==> src/rtl/two_bit_divider_if.sv <==
// Handshake and data bundle for two_bit_divider: the requester drives the
// master side, the divider sits on the slave side.
interface two_bit_divider_if;
    logic       start;
    logic [3:0] dividend;
    logic [1:0] divisor;
    logic [3:0] quotient;
    logic [1:0] remainder;
    logic       busy;
    logic       done;
    logic       err;

    modport master (
        output start, dividend, divisor,
        input  quotient, remainder, busy, done, err
    );

    modport slave (
        input  start, dividend, divisor,
        output quotient, remainder, busy, done, err
    );
endinterface

==> src/rtl/two_bit_divider.sv <==
// 4-bit by 2-bit restoring divider, one quotient bit per cycle, MSB first.
// Define DIV_ZERO_DETECT_EN to short-circuit divisor=0 and raise err.
module two_bit_divider (
    input logic              clk,
    input logic              rst,
    two_bit_divider_if.slave bus
);
    typedef enum logic [1:0] {
        IDLE = 2'd0,
        RUN  = 2'd1,
        DONE = 2'd2
    } state_t;

    state_t     state_q, state_d;
    logic [1:0] cnt_q, cnt_d;
    logic [3:0] dvd_q, dvd_d;
    logic [1:0] dvs_q, dvs_d;
    logic [1:0] rem_q, rem_d;
    logic [3:0] quo_q, quo_d;
    logic [3:0] quotient_q, quotient_d;
    logic [1:0] remainder_q, remainder_d;
    logic       done_q, done_d;
    logic [2:0] partial;
    logic       qbit;
`ifdef DIV_ZERO_DETECT_EN
    logic       zero_q, zero_d;
    logic       err_q, err_d;
`endif

    always_comb begin
        state_d     = state_q;
        cnt_d       = cnt_q;
        dvd_d       = dvd_q;
        dvs_d       = dvs_q;
        rem_d       = rem_q;
        quo_d       = quo_q;
        quotient_d  = quotient_q;
        remainder_d = remainder_q;
        done_d      = 1'b0;
`ifdef DIV_ZERO_DETECT_EN
        zero_d      = zero_q;
        err_d       = err_q;
`endif
        partial     = {rem_q, dvd_q[3]};
        qbit        = (partial >= {1'b0, dvs_q});

        case (state_q)
            IDLE: begin
                if (bus.start) begin
                    dvd_d   = bus.dividend;
                    dvs_d   = bus.divisor;
                    cnt_d   = '0;
                    rem_d   = '0;
                    quo_d   = '0;
                    state_d = RUN;
`ifdef DIV_ZERO_DETECT_EN
                    zero_d  = 1'b0;
                    if (bus.divisor == 2'd0) begin
                        quo_d   = '1;
                        rem_d   = bus.dividend[1:0];
                        zero_d  = 1'b1;
                        state_d = DONE;
                    end
`endif
                end
            end
            RUN: begin
                // rem < divisor keeps partial - divisor inside 2 bits; with
                // divisor=0 the truncation yields dividend[1:0] after 4 steps.
                rem_d = qbit ? 2'(partial - {1'b0, dvs_q}) : partial[1:0];
                quo_d = {quo_q[2:0], qbit};
                dvd_d = {dvd_q[2:0], 1'b0};
                cnt_d = cnt_q + 2'd1;
                if (cnt_q == 2'd3) begin
                    state_d = DONE;
                end
            end
            DONE: begin
                // Results publish as busy falls, so they never move while busy.
                quotient_d  = quo_q;
                remainder_d = rem_q;
                done_d      = 1'b1;
`ifdef DIV_ZERO_DETECT_EN
                err_d       = zero_q;
`endif
                state_d     = IDLE;
            end
            default: state_d = IDLE;
        endcase
    end

    always_ff @(posedge clk) begin
        if (rst) begin
            state_q     <= IDLE;
            cnt_q       <= '0;
            dvd_q       <= '0;
            dvs_q       <= '0;
            rem_q       <= '0;
            quo_q       <= '0;
            quotient_q  <= '0;
            remainder_q <= '0;
            done_q      <= 1'b0;
`ifdef DIV_ZERO_DETECT_EN
            zero_q      <= 1'b0;
            err_q       <= 1'b0;
`endif
        end else begin
            state_q     <= state_d;
            cnt_q       <= cnt_d;
            dvd_q       <= dvd_d;
            dvs_q       <= dvs_d;
            rem_q       <= rem_d;
            quo_q       <= quo_d;
            quotient_q  <= quotient_d;
            remainder_q <= remainder_d;
            done_q      <= done_d;
`ifdef DIV_ZERO_DETECT_EN
            zero_q      <= zero_d;
            err_q       <= err_d;
`endif
        end
    end

    assign bus.quotient  = quotient_q;
    assign bus.remainder = remainder_q;
    assign bus.busy      = (state_q != IDLE);
    assign bus.done      = done_q;
`ifdef DIV_ZERO_DETECT_EN
    assign bus.err       = err_q;
`else
    assign bus.err       = 1'b0;
`endif
endmodule

==> src/flat_wrapper.sv <==
// flat-port wrapper written by rule: the top's interface ports become plain ports
module two_bit_divider_flat 
  (clk, rst, bus_start, bus_dividend, bus_divisor, bus_quotient, bus_remainder, bus_busy, bus_done, bus_err);
  two_bit_divider_if bus_i ();
  input logic clk;
  input logic rst;
  input wire logic [$bits(bus_i.start)-1:0] bus_start;
  input wire logic [$bits(bus_i.dividend)-1:0] bus_dividend;
  input wire logic [$bits(bus_i.divisor)-1:0] bus_divisor;
  output wire logic [$bits(bus_i.quotient)-1:0] bus_quotient;
  output wire logic [$bits(bus_i.remainder)-1:0] bus_remainder;
  output wire logic [$bits(bus_i.busy)-1:0] bus_busy;
  output wire logic [$bits(bus_i.done)-1:0] bus_done;
  output wire logic [$bits(bus_i.err)-1:0] bus_err;
  assign bus_i.start = bus_start;
  assign bus_i.dividend = bus_dividend;
  assign bus_i.divisor = bus_divisor;
  assign bus_quotient = bus_i.quotient;
  assign bus_remainder = bus_i.remainder;
  assign bus_busy = bus_i.busy;
  assign bus_done = bus_i.done;
  assign bus_err = bus_i.err;
  two_bit_divider u_core (.clk(clk), .rst(rst), .bus(bus_i));
endmodule
==> config.mk <==
export PLATFORM = sky130hd
export DESIGN_NAME = two_bit_divider_flat
export DESIGN_NICKNAME = d
export VERILOG_FILES = /design/src/rtl/two_bit_divider_if.sv /design/src/rtl/two_bit_divider.sv /design/src/flat_wrapper.sv
export SDC_FILE = /design/constraint.sdc
export NUM_CORES = 1
export LEC_CHECK = 0
export ABC_AREA = 1
export CORE_AREA = 4 4 54 56
export CTS_CLUSTER_DIAMETER = 40
export DETAILED_ROUTE_END_ITERATION = 16
export DIE_AREA = 0 0 58 60
export PLACE_DENSITY_LB_ADDON = 0.05
export SLEW_MARGIN = 30
export SYNTH_ARGS = -nofsm -noshare
export SYNTH_HDL_FRONTEND = slang
export SYNTH_SLANG_ARGS = --single-unit
==> constraint.sdc <==
create_clock -name clk -period 1.6 [get_ports clk]
set_clock_uncertainty 0.1 [all_clocks]
set_input_delay 0.32 -clock clk [delete_from_list [all_inputs] [get_ports clk]]
set_output_delay 0.32 -clock clk [all_outputs]
set_load 0.05 [all_outputs]
==> impl_metrics.py <==
metrics = {
    "timing": {
        "fin_tns_setup_ns": 0,
        "layout_worst_path_cycle_share_pct": 89.19,
        "whs_ns": 0.3750,
        "worst_slack_ns": 0.1730,
        "maxSlewViolCount": 0,
        "period_minus_slack_ns": 1.427,
        "maxClockFrequency_ghz": 0.7008,
        "grt_setup_unrepaired": "no",
        "setup_viol": 0,
        "hold_violations": 0,
    },
    "hold_path": {
        "hp-class": "reg -> reg",
    },
    "yosys": {
        "syn-num-nets": 139,
        "ys.warnings.count": 0,
        "yosysTopAreaCell": "dfxtp_1",
        "synthTopCellsByArea": "dfxtp_1, nand2_1, a21oi_1",
        "synth_top_area_share_pct": 48.55,
        "synth_area_sq_um": 948.4,
        "yosysUniqueCellTypes": 17,
        "seq_area_frac_synth_pct": 48.55,
        "syn_inst": 127,
        "synth-seq-cells": 23,
        "synth.avg_cell_area_sq_um": 7.468,
    },
    "grt": {
        "overflow": 0,
        "grt_pass1_wl_mm": 3.139,
        "grt_max_degree": 24,
        "track_usage_pct": 11.68,
        "grt_pass1_vias": 720,
        "antenna_found_initial": 0,
    },
    "place": {
        "io_buffers": 16,
        "globalplace.congestion": 0.6966,
        "pre_cts_ws_ns": 0.1238,
        "hpwl_mm": 1.281,
    },
    "clock_tree": {
        "post-cts-setup-buffer-count": 0,
        "clockBufferDepth": 2,
        "htreeDepth": 1,
        "clkLatencyLatePin_ns": 0.31,
        "cts_hold_buf": 0,
        "cts.sinks": 23,
        "cts_tree": "yes",
        "cts_made_buffers": 3,
        "path_clk_slew_ns": 0.12,
        "cts-resized-gates": 0,
        "cts_root_buf": "clkbuf_4",
    },
    "finish": {
        "num_antenna_cells": 0,
        "seqCellArea_sq_um": 460.4,
        "multi_input_area_sq_um": 412.9,
        "final_layout_size_suffix_gt1_share_pct": 14.48,
        "fill_cells": 244,
        "syn_to_final_growth_pct": 32.32,
        "final_core_util_pct": 51.59,
        "final_nets": 158,
    },
    "worst_setup_path": {
        "arrival_ns": 1.01,
        "cp.required_ns": 1.18,
        "crit_path_end_kind": "output pin",
        "cp_max_fo": 3,
        "critPathKind": "reg -> out",
        "start_kind": "flip-flop",
    },
    "floorplan": {
        "fp-row-count": 18,
        "start_util_pct": 38.99,
        "die_x_um": 58,
        "ios": 18,
        "core_area_sq_um": 2432,
        "die_h_um": 60,
        "die-area_sq_um": 3480,
    },
    "routing": {
        "post-route-drc-count": 0,
        "vias_per_cell": 4.691,
        "routedWlPerCell_um": 10.23,
        "vias": 821,
        "wl_mm": 1.790,
        "drtAntennaViolNets": 0,
        "drt-pass1-iter-count": 4,
        "drtIter0Drc": 27,
    },
    "run": {
        "maxCapViolations": 0,
    },
    "pwr": {
        "p_leak_nw": 0.5156,
        "ir_drop_v": 0.0004738,
        "powerDensity_nw_per_um2": 842.3,
    },
    "run_status": {
        "status": "finished clean",
    },
}
-- worst paths after layout --
| path | start | endpoint | slack (ns) | depth (start not counted) |
|---|---|---|---|---|
| setup reg to reg | u_core.dvd_q[3]$_SDFFE_PP0P_ | u_core.rem_q[0]$_SDFFE_PP0P_ | 0.20 | 9 |
| hold / removal | u_core.dvd_q[1]$_SDFFE_PP0P_ | u_core.dvd_q[1]$_SDFFE_PP0P_ | 0.37 | 2 |
| hold reg to reg | u_core.dvd_q[1]$_SDFFE_PP0P_ | u_core.dvd_q[1]$_SDFFE_PP0P_ | 0.37 | 2 |
| setup / recovery | u_core.state_q[0]$_SDFFE_PP0P_ | bus_busy | 0.17 | 3 |
-- power by group --
part	switching [mW]	leakage (nW)	internal (mW)
clock	0.174	0.0177	0.0932
sequential	0.0151	0.187	0.597
combinational	0.104	0.311	0.0743
-- flip-flops by register name, indices dropped and copies added, names as in the netlist --
signal and cells:
u_core.rem_q 2, u_core.bus.done 1, u_core.dvd_q 4, u_core.bus.quotient 4, u_core.bus.remainder 2, u_core.state_q 2, u_core.dvs_q 2, u_core.quo_q 4
u_core.cnt_q 2
-- final cells by class --
class | instances | area share, %
multi-input cells | 88 | 32.90
clock inverters | 1 | 0.3988
flip-flops and latches | 23 | 36.69
well taps | 30 | 2.991
inverters | 11 | 3.290
repair buffers | 19 | 21.93
clock buffers | 3 | 1.795
-- placed cells by master, fill, tap and decap left out, drive strengths merged --
| cell | n |
|---|---|
| nand2 | 50 |
| dfxtp | 23 |
| a21oi | 18 |
| buf | 11 |
| inv | 11 |
| clkdlybuf4s50 | 8 |
| nor2 | 6 |
| nand3 | 5 |
| a211oi | 3 |
| ha | 3 |
| clkbuf | 3 |
| xor2 | 1 |
| nor3 | 1 |
| conb | 1 |
| clkinv | 1 |
-- synthesized netlist by cell type (all sizes together) --
master  number
a21oi       18
nand2       50
nand3        5
xor2         1
conb         1
inv         11
ha           3
nor3         1
nor2         6
dfxtp       23
buf          3
a211oi       3
clkbuf       2
-- stage by stage --
| stage | cells | area [sq um] | total power [mW] |
|---|---|---|---|
| after CTS | 175 | 1255 | 1.073 |
| after global routing | 175 | 1255 | 1.115 |
| final | 175 | 1255 | 1.057 |
| after global placement | 171 | 1227 | 0.8003 |
| after detailed placement | 171 | 1227 | 0.8027 |
| after floorplan | 127 | 948.4 | 0.7487 |
-- routing by layer --
metal	GRT usage (%)	share of wire, %	wire length [um]	vias up
li1	-	-	-	436
met1	16.32	49	871	364
met2	17.26	45	798	19
met3	2.592	5.9	105	2
met4	4.967	0.78	14	0
met5	0	0	0	-
-- critical path, stage by stage, from the launching register on --
cell and delay (ns):
dfxtp_1 0.40, inv_2 0.05, nand2_1 0.10, buf_12 0.14
-- cell families after synthesis --
family / after synthesis / share of synthesized area (%)
AO/OA/AOI/OAI: 21 / 11.87
adder cells (fa/ha/maj): 3 / 3.958
AND/OR/NAND/NOR: 62 / 26.38
XOR/XNOR: 1 / 0.9237
other: 1 / 0.3954
buffers and inverters: 16 / 7.915
flip-flops: 23 / 48.55
(Power assumes the default switching activity.)
